==> src/rtl/puf_ctrl_pkg.sv <==
// Shared types and constants for the arbiter-PUF response collector.
// State encoding, LFSR feedback taps and default block dimensions.
package puf_ctrl_pkg;

   localparam int DEF_CHAL_W        = 45;
   localparam int DEF_RESP_BITS     = 32;
   localparam int DEF_SETTLE_CYCLES = 8;

   // Fibonacci taps 45,44,42,41 (1-based stage numbers) as a bit mask
   localparam logic [DEF_CHAL_W-1:0] LFSR_TAPS =
      (45'd1 << 44) | (45'd1 << 43) | (45'd1 << 41) | (45'd1 << 40);

   typedef enum logic [2:0] {
      IDLE,
      LAUNCH,
      SETTLE,
      CAPTURE,
      RECOVER,
      DONE
   } state_t;

endpackage

==> src/rtl/puf_lfsr.sv <==
// Challenge generator: loadable Fibonacci LFSR, new bit enters q[0].
// A zero seed is replaced by 1 so the register never locks up.
module puf_lfsr
   import puf_ctrl_pkg::*;
#(
   parameter int CHAL_W = DEF_CHAL_W
) (
   input  logic              clk,
   input  logic              rst,
   input  logic              load,
   input  logic [CHAL_W-1:0] seed,
   input  logic              step,
   output logic [CHAL_W-1:0] q
);

   localparam logic [CHAL_W-1:0] TAPS = CHAL_W'(LFSR_TAPS);

   logic fb;
   assign fb = ^(q & TAPS);

   // NOTE: sequential state uses non-blocking assignments so every flop samples pre-edge values.
   always_ff @(posedge clk) begin
      if (rst)
         q <= '0;
      else if (load)
         q <= (seed == '0) ? CHAL_W'(1) : seed;
      else if (step)
         q <= {q[CHAL_W-2:0], fb};
   end

endmodule

==> src/rtl/puf_response_collector.sv <==
// Arbiter-PUF response collector: races the chain once per bit and shifts
// the response in MSB-first. Define PUF_MAJORITY_VOTE_EN for 3-race majority voting.
module puf_response_collector
   import puf_ctrl_pkg::*;
#(
   parameter int CHAL_W        = DEF_CHAL_W,
   parameter int RESP_BITS     = DEF_RESP_BITS,
   parameter int SETTLE_CYCLES = DEF_SETTLE_CYCLES
) (
   input  logic                 clk,
   input  logic                 rst,
   input  logic                 start,
   input  logic [CHAL_W-1:0]    seed,
   output logic [CHAL_W-1:0]    chal,
   output logic                 launch,
   input  logic                 resp_in,
   output logic [RESP_BITS-1:0] resp_word,
   output logic                 resp_valid,
   input  logic                 resp_ready,
   output logic                 busy
);

   localparam int BIT_W = $clog2(RESP_BITS + 1);

   state_t           state, state_nxt;
   logic [7:0]       settle_cnt;
   logic [BIT_W-1:0] bit_cnt;
   logic             cnt_done;
   logic             accept;
   logic             cap_final;
   logic             cap_bit;

   assign cnt_done = (settle_cnt == 8'(SETTLE_CYCLES - 1));
   assign accept   = (state == IDLE) && start;

`ifdef PUF_MAJORITY_VOTE_EN
   logic [1:0] vote_cnt;
   logic [1:0] ones_cnt;

   // Third race of a challenge: majority of two stored votes plus the live bit
   assign cap_final = (state == CAPTURE) && (vote_cnt == 2'd2);
   assign cap_bit   = ones_cnt[1] | (ones_cnt[0] & resp_in);

   always_ff @(posedge clk) begin
      if (rst || accept || cap_final) begin
         vote_cnt <= '0;
         ones_cnt <= '0;
      end else if (state == CAPTURE) begin
         vote_cnt <= vote_cnt + 2'd1;
         ones_cnt <= ones_cnt + {1'b0, resp_in};
      end
   end
`else
   assign cap_final = (state == CAPTURE);
   assign cap_bit   = resp_in;
`endif

   puf_lfsr #(.CHAL_W(CHAL_W)) u_lfsr (
      .clk  (clk),
      .rst  (rst),
      .load (accept),
      .seed (seed),
      .step (cap_final),
      .q    (chal)
   );

   always_ff @(posedge clk) begin
      if (rst)
         state <= IDLE;
      else
         state <= state_nxt;
   end

   // NOTE: every combinational output gets a default first so no latch is inferred.
   always_comb begin
      state_nxt = state;
      case (state)
         IDLE:    if (start) state_nxt = LAUNCH;
         LAUNCH:  state_nxt = SETTLE;
         SETTLE:  if (cnt_done) state_nxt = CAPTURE;
         CAPTURE: state_nxt = RECOVER;
         RECOVER: if (cnt_done)
                     state_nxt = (bit_cnt == BIT_W'(RESP_BITS)) ? DONE : LAUNCH;
         DONE:    if (resp_ready) state_nxt = IDLE;
         default: state_nxt = IDLE;
      endcase
   end

   always_comb begin
      launch     = 1'b0;
      busy       = 1'b1;
      resp_valid = 1'b0;
      case (state)
         IDLE:           busy = 1'b0;
         LAUNCH, SETTLE: launch = 1'b1;
         DONE:           resp_valid = 1'b1;
         default:        ;
      endcase
   end

   always_ff @(posedge clk) begin
      if (rst) begin
         settle_cnt <= '0;
         bit_cnt    <= '0;
         resp_word  <= '0;
      end else begin
         settle_cnt <= ((state == SETTLE || state == RECOVER) && !cnt_done)
                       ? settle_cnt + 8'd1 : '0;
         if (accept) begin
            bit_cnt   <= '0;
            resp_word <= '0;
         end else if (cap_final) begin
            bit_cnt   <= bit_cnt + BIT_W'(1);
            resp_word <= {resp_word[RESP_BITS-2:0], cap_bit};
         end
      end
   end

endmodule

==> config.mk <==
export PLATFORM = sky130hd
export DESIGN_NAME = puf_response_collector
export DESIGN_NICKNAME = d
export VERILOG_FILES = /design/src/rtl/puf_ctrl_pkg.sv /design/src/rtl/puf_lfsr.sv /design/src/rtl/puf_response_collector.sv
export SDC_FILE = /design/constraint.sdc
export NUM_CORES = 1
export LEC_CHECK = 0
export CAP_MARGIN = 20
export CORE_MARGIN = 2
export CORE_UTILIZATION = 32
export CTS_CLUSTER_SIZE = 12
export DETAILED_ROUTE_END_ITERATION = 7
export PLACE_DENSITY = 0.71
export SYNTH_ARGS = -nofsm -noshare
export SYNTH_HDL_FRONTEND = slang
export SYNTH_HIERARCHICAL = 1
export SYNTH_SLANG_ARGS = --single-unit
==> constraint.sdc <==
create_clock -name clk -period 2.12 [get_ports clk]
set_input_delay 0.424 -clock clk [delete_from_list [all_inputs] [get_ports clk]]
set_output_delay 0.424 -clock clk [all_outputs]
set_load 0.005 [all_outputs]
==> impl_results.html <==
<table>
<tr><th>Metric</th><th>Value</th></tr>
<tr><th colspan="2">Global routing</th></tr>
<tr><td>Met2 capacity usage during global routing</td><td>25.90%</td></tr>
<tr><td>Global Route met1 Usage</td><td>18.01%</td></tr>
<tr><td>Wire length of the first global-routing pass</td><td>16,350 microns</td></tr>
<tr><td>Global route hottest layer</td><td>met2</td></tr>
<tr><td>GR Util met3</td><td>4.943%</td></tr>
<tr><td>Vias in the first global route</td><td>3,498</td></tr>
<tr><td>Number of antenna violations at the first check in global routing</td><td>0</td></tr>
<tr><td>Pin count of the biggest net entering global routing</td><td>56</td></tr>
<tr><td>Overflow left after global routing</td><td>0</td></tr>
<tr><td>Overall Global Routing Usage</td><td>15.05%</td></tr>
<tr><th colspan="2">Timing</th></tr>
<tr><td>Max Slew Vio Count</td><td>0</td></tr>
<tr><td>Post-route setup TNS</td><td>0 ps</td></tr>
<tr><td>Max_slew headroom</td><td>71.92%</td></tr>
<tr><td>Unrepaired setup endpoints after global routing</td><td>no</td></tr>
<tr><td>Final count of hold timing violations</td><td>0</td></tr>
<tr><td>Setup violation total in the final timing report</td><td>0</td></tr>
<tr><td>Setup skew after layout</td><td>6.162 ps</td></tr>
<tr><td>Slew at the pin closest to its max-slew limit</td><td>417.4 ps</td></tr>
<tr><td>Final cycle utilization of the critical path</td><td>97.37%</td></tr>
<tr><td>Time the final worst path needs with I/O delays and setup</td><td>2064 ps</td></tr>
<tr><td>Fmax</td><td>484.4 MHz</td></tr>
<tr><td>Post-layout worst setup margin</td><td>55.65 ps</td></tr>
<tr><th colspan="2">Setup path</th></tr>
<tr><td>Max Fanout on Critical Path</td><td>9</td></tr>
<tr><td>Critical path endpoint category</td><td>output pin</td></tr>
<tr><td>Crit path kind</td><td>reg -&gt; out</td></tr>
<tr><td>Element type at the critical path start</td><td>flop</td></tr>
<tr><td>Critical path arrival</td><td>1640 ps</td></tr>
<tr><td>Endpoint required time on the critical path</td><td>1700 ps</td></tr>
<tr><td>Worst Reg-to-Reg Cells</td><td>6</td></tr>
<tr><th colspan="2">Clocking</th></tr>
<tr><td>Clock slew at reported path FFs</td><td>70 ps</td></tr>
<tr><td>Clock H-tree levels</td><td>3</td></tr>
<tr><td>Post-CTS setup repair buffer count</td><td>0</td></tr>
<tr><td>Clock net sink count</td><td>94</td></tr>
<tr><td>Clock tree from TritonCTS</td><td>built</td></tr>
<tr><td>CTS buffer count</td><td>9</td></tr>
<tr><td>CTS hold repair buffers</td><td>0</td></tr>
<tr><td>Number of gates resized after CTS</td><td>0</td></tr>
<tr><td>Buffer type at the clock tree root</td><td>sky130_fd_sc_hd__clkbuf_16</td></tr>
<tr><td>Insertion delay of the later-clocked pin in the worst-skew pair</td><td>340 ps</td></tr>
<tr><td>Clock Tree Buf Depth</td><td>2</td></tr>
<tr><th colspan="2">Floorplanning</th></tr>
<tr><td>Top-level port count</td><td>130</td></tr>
<tr><td>Area inside the core boundary</td><td>0.01257 sq mm</td></tr>
<tr><td>Die Area</td><td>0.01369 sq mm</td></tr>
<tr><td>Rows</td><td>41</td></tr>
<tr><td>Die height</td><td>117.0 microns</td></tr>
<tr><td>Initial standard-cell utilization of the core</td><td>32.52%</td></tr>
<tr><td>Overall die width</td><td>117.0 microns</td></tr>
<tr><th colspan="2">Drt</th></tr>
<tr><td>Pre-Repair DR Iteration Count</td><td>5</td></tr>
<tr><td>Via/cell ratio</td><td>4.794</td></tr>
<tr><td>Number of nets with antenna violations after detailed routing</td><td>0</td></tr>
<tr><td>Per-cell routed wire length</td><td>13.20 microns</td></tr>
<tr><td>Vias</td><td>3,797</td></tr>
<tr><td>DR DRC count</td><td>0</td></tr>
<tr><td>Post-detailed-routing wire length</td><td>10,460 microns</td></tr>
<tr><td>DRC violation total after the first TritonRoute iteration</td><td>205</td></tr>
<tr><th colspan="2">Synth</th></tr>
<tr><td>Syn Area/Cell</td><td>8.192 sq um</td></tr>
<tr><td>Complex-gate fraction of the synthesized area</td><td>11.20%</td></tr>
<tr><td>Largest family of logic cells by synthesized area</td><td>simple AND/OR/NAND/NOR gates</td></tr>
<tr><td>Post-Synthesis Cells</td><td>499</td></tr>
<tr><td>Number of synthesized register bits</td><td>94</td></tr>
<tr><td>Post-synthesis cell area</td><td>0.004088 sq mm</td></tr>
<tr><td>Synthesized net count</td><td>552</td></tr>
<tr><td>Area share of fa/ha/maj cells after synthesis</td><td>0.9183%</td></tr>
<tr><td>Fraction of the mapped netlist area in simple logic gates</td><td>22.56%</td></tr>
<tr><td>Share of the yosys chip area belonging to registers</td><td>46.04%</td></tr>
<tr><td>Netlist cell types</td><td>34</td></tr>
<tr><td>Post-Synth XOR/XNOR Area</td><td>3.214%</td></tr>
<tr><td>Multiplexer area fraction after synthesis</td><td>10.77%</td></tr>
<tr><td>Warning count from the yosys run</td><td>6</td></tr>
<tr><th colspan="2">Placed design</th></tr>
<tr><td>Detailed-placement wirelength estimate</td><td>7705 microns</td></tr>
<tr><td>Count of port buffers added during placement</td><td>129</td></tr>
<tr><td>DP Worst Slack</td><td>0.6823 ps</td></tr>
<tr><td>Final GP Congestion</td><td>0.7687</td></tr>
<tr><th colspan="2">Final layout</th></tr>
<tr><td>Area growth from synthesis to final layout</td><td>42.49%</td></tr>
<tr><td>Most frequent standard cell in the layout excluding fill and tap cells</td><td>sky130_fd_sc_hd__clkdlybuf4s50_1</td></tr>
<tr><td>Ant. Diodes</td><td>0</td></tr>
<tr><td>Net count reported at finish</td><td>668</td></tr>
<tr><td>Highest-count cells in the layout ignoring fill and taps</td><td>sky130_fd_sc_hd__clkdlybuf4s50_1 (128), sky130_fd_sc_hd__nor2_1 (107), sky130_fd_sc_hd__dfxtp_1 (93)</td></tr>
<tr><td>Share of layout cells above drive strength 1</td><td>6.290%</td></tr>
<tr><th colspan="2">Power</th></tr>
<tr><td>Power density of the placed cells</td><td>749.1 mW/mm^2</td></tr>
<tr><td>Maximum ir drop on the vdd rail</td><td>0.3689 mV</td></tr>
<tr><td>Leakage power summed over all cells</td><td>1.977 nW</td></tr>
<tr><th colspan="2">Flow run</th></tr>
<tr><td>Max Cap Viol</td><td>0</td></tr>
<tr><th colspan="2">Status</th></tr>
<tr><td>Status</td><td>completed</td></tr>
<tr><th colspan="2">Hold path</th></tr>
<tr><td>Hold Crit Class</td><td>in -&gt; reg</td></tr>
<tr><td>Hold Path Depth</td><td>2</td></tr>
</table>
==> cell usage after synthesis <==
library cell,count,area share (%)
sky130_fd_sc_hd__nand3b_1,2,0.37
sky130_fd_sc_hd__dfxtp_1,94,46
sky130_fd_sc_hd__nor4_1,6,0.92
sky130_fd_sc_hd__buf_2,5,0.61
sky130_fd_sc_hd__or3_1,1,0.15
sky130_fd_sc_hd__nor3_2,1,0.24
sky130_fd_sc_hd__or2_2,1,0.15
sky130_fd_sc_hd__mux2i_1,44,11
sky130_fd_sc_hd__nand2_1,72,6.6
sky130_fd_sc_hd__a21oi_1,82,10
sky130_fd_sc_hd__buf_1,2,0.18
sky130_fd_sc_hd__nand3b_2,1,0.28
sky130_fd_sc_hd__buf_6,3,0.83
sky130_fd_sc_hd__clkbuf_1,16,1.5
sky130_fd_sc_hd__nand3_1,3,0.37
sky130_fd_sc_hd__o21ba_2,1,0.24
sky130_fd_sc_hd__nor2b_1,1,0.15
sky130_fd_sc_hd__and3_1,1,0.15
sky130_fd_sc_hd__nor2_2,1,0.15
sky130_fd_sc_hd__o311a_1,1,0.24
sky130_fd_sc_hd__xor2_1,7,1.5
sky130_fd_sc_hd__nor2_1,107,9.8
sky130_fd_sc_hd__o31ai_1,1,0.18
sky130_fd_sc_hd__buf_4,8,1.5
sky130_fd_sc_hd__inv_1,8,0.73
sky130_fd_sc_hd__nor3_1,4,0.49
sky130_fd_sc_hd__a211oi_1,2,0.37
sky130_fd_sc_hd__nand4_1,6,0.92
sky130_fd_sc_hd__nor4_2,4,1.2
sky130_fd_sc_hd__o21ai_0,1,0.12
sky130_fd_sc_hd__ha_1,3,0.92
sky130_fd_sc_hd__or4_4,1,0.28
sky130_fd_sc_hd__xnor2_1,8,1.7
sky130_fd_sc_hd__or3_4,1,0.28
==> report_power, final <==
group	internal, mW	switching (mW)	leakage [nW]	total, mW
registers	1.86	0.0880	0.765	1.95
clock network	0.923	0.695	0.143	1.62
logic	0.422	0.377	1.07	0.799
==> kinds of logic (layout without fill, tap and decap cells) <==
| kind of cell | after synthesis | in the layout |
|---|---|---|
| xor+xnor | 15 | 15 |
| fa+ha+maj | 3 | 3 |
| mux | 44 | 44 |
| buf+inv | 42 | 163 |
| flops | 94 | 94 |
| compound gates | 88 | 88 |
| simple gates | 213 | 213 |
==> flip-flops by register name (all words and copies together) (netlist names) <==
signal      count
state           3
u_lfsr/q       45
bit_cnt         6
resp_word      32
settle_cnt      8
==> metrics by stage <==
step	cells	util, %	area (sq um)	power [mW]	hold slack, ps
2_1_floorplan	499	-	4088	2.389	417.6
3_3_place_gp	776	43.93	5522	2.767	433.3
3_5_place_dp	776	43.93	5522	2.785	448.3
4_1_cts	792	46.33	5823	4.404	318.8
5_1_grt	792	46.34	5824	4.557	326.5
6_report	792	46.34	5824	4.363	319.1
==> layout make-up <==
class	instances	area (sq um)
fillers	1232	6744
multi-input cells	363	1994
flip-flops and latches	94	1883
repair buffers	139	1399
clock buffers	10	229.0
well taps	172	215.2
clock inverters	6	72.57
inverters	8	31.28
==> worst max-delay path, stage by stage, from the launching register on <==
cell and delay (ps):
sky130_fd_sc_hd__dfxtp_1 400, sky130_fd_sc_hd__or3_4 440, sky130_fd_sc_hd__clkdlybuf4s50_1 450
==> per-layer routing <==
metal	part of all wire (%)	routed length [microns]
met1	43	4481
met2	48	5047
met3	7.7	808
met5	0	0
met4	1.1	120
==> worst paths after layout <==
kind,startpoint,endpoint,slack [ps]
max reg2reg,state[2],u_lfsr/q[30],420
min reg2reg,resp_word[31],resp_word[31],450
min,rst,state[1],320
max,state[2],busy,60
No activity file was read; power rests on OpenSTA's default activity.
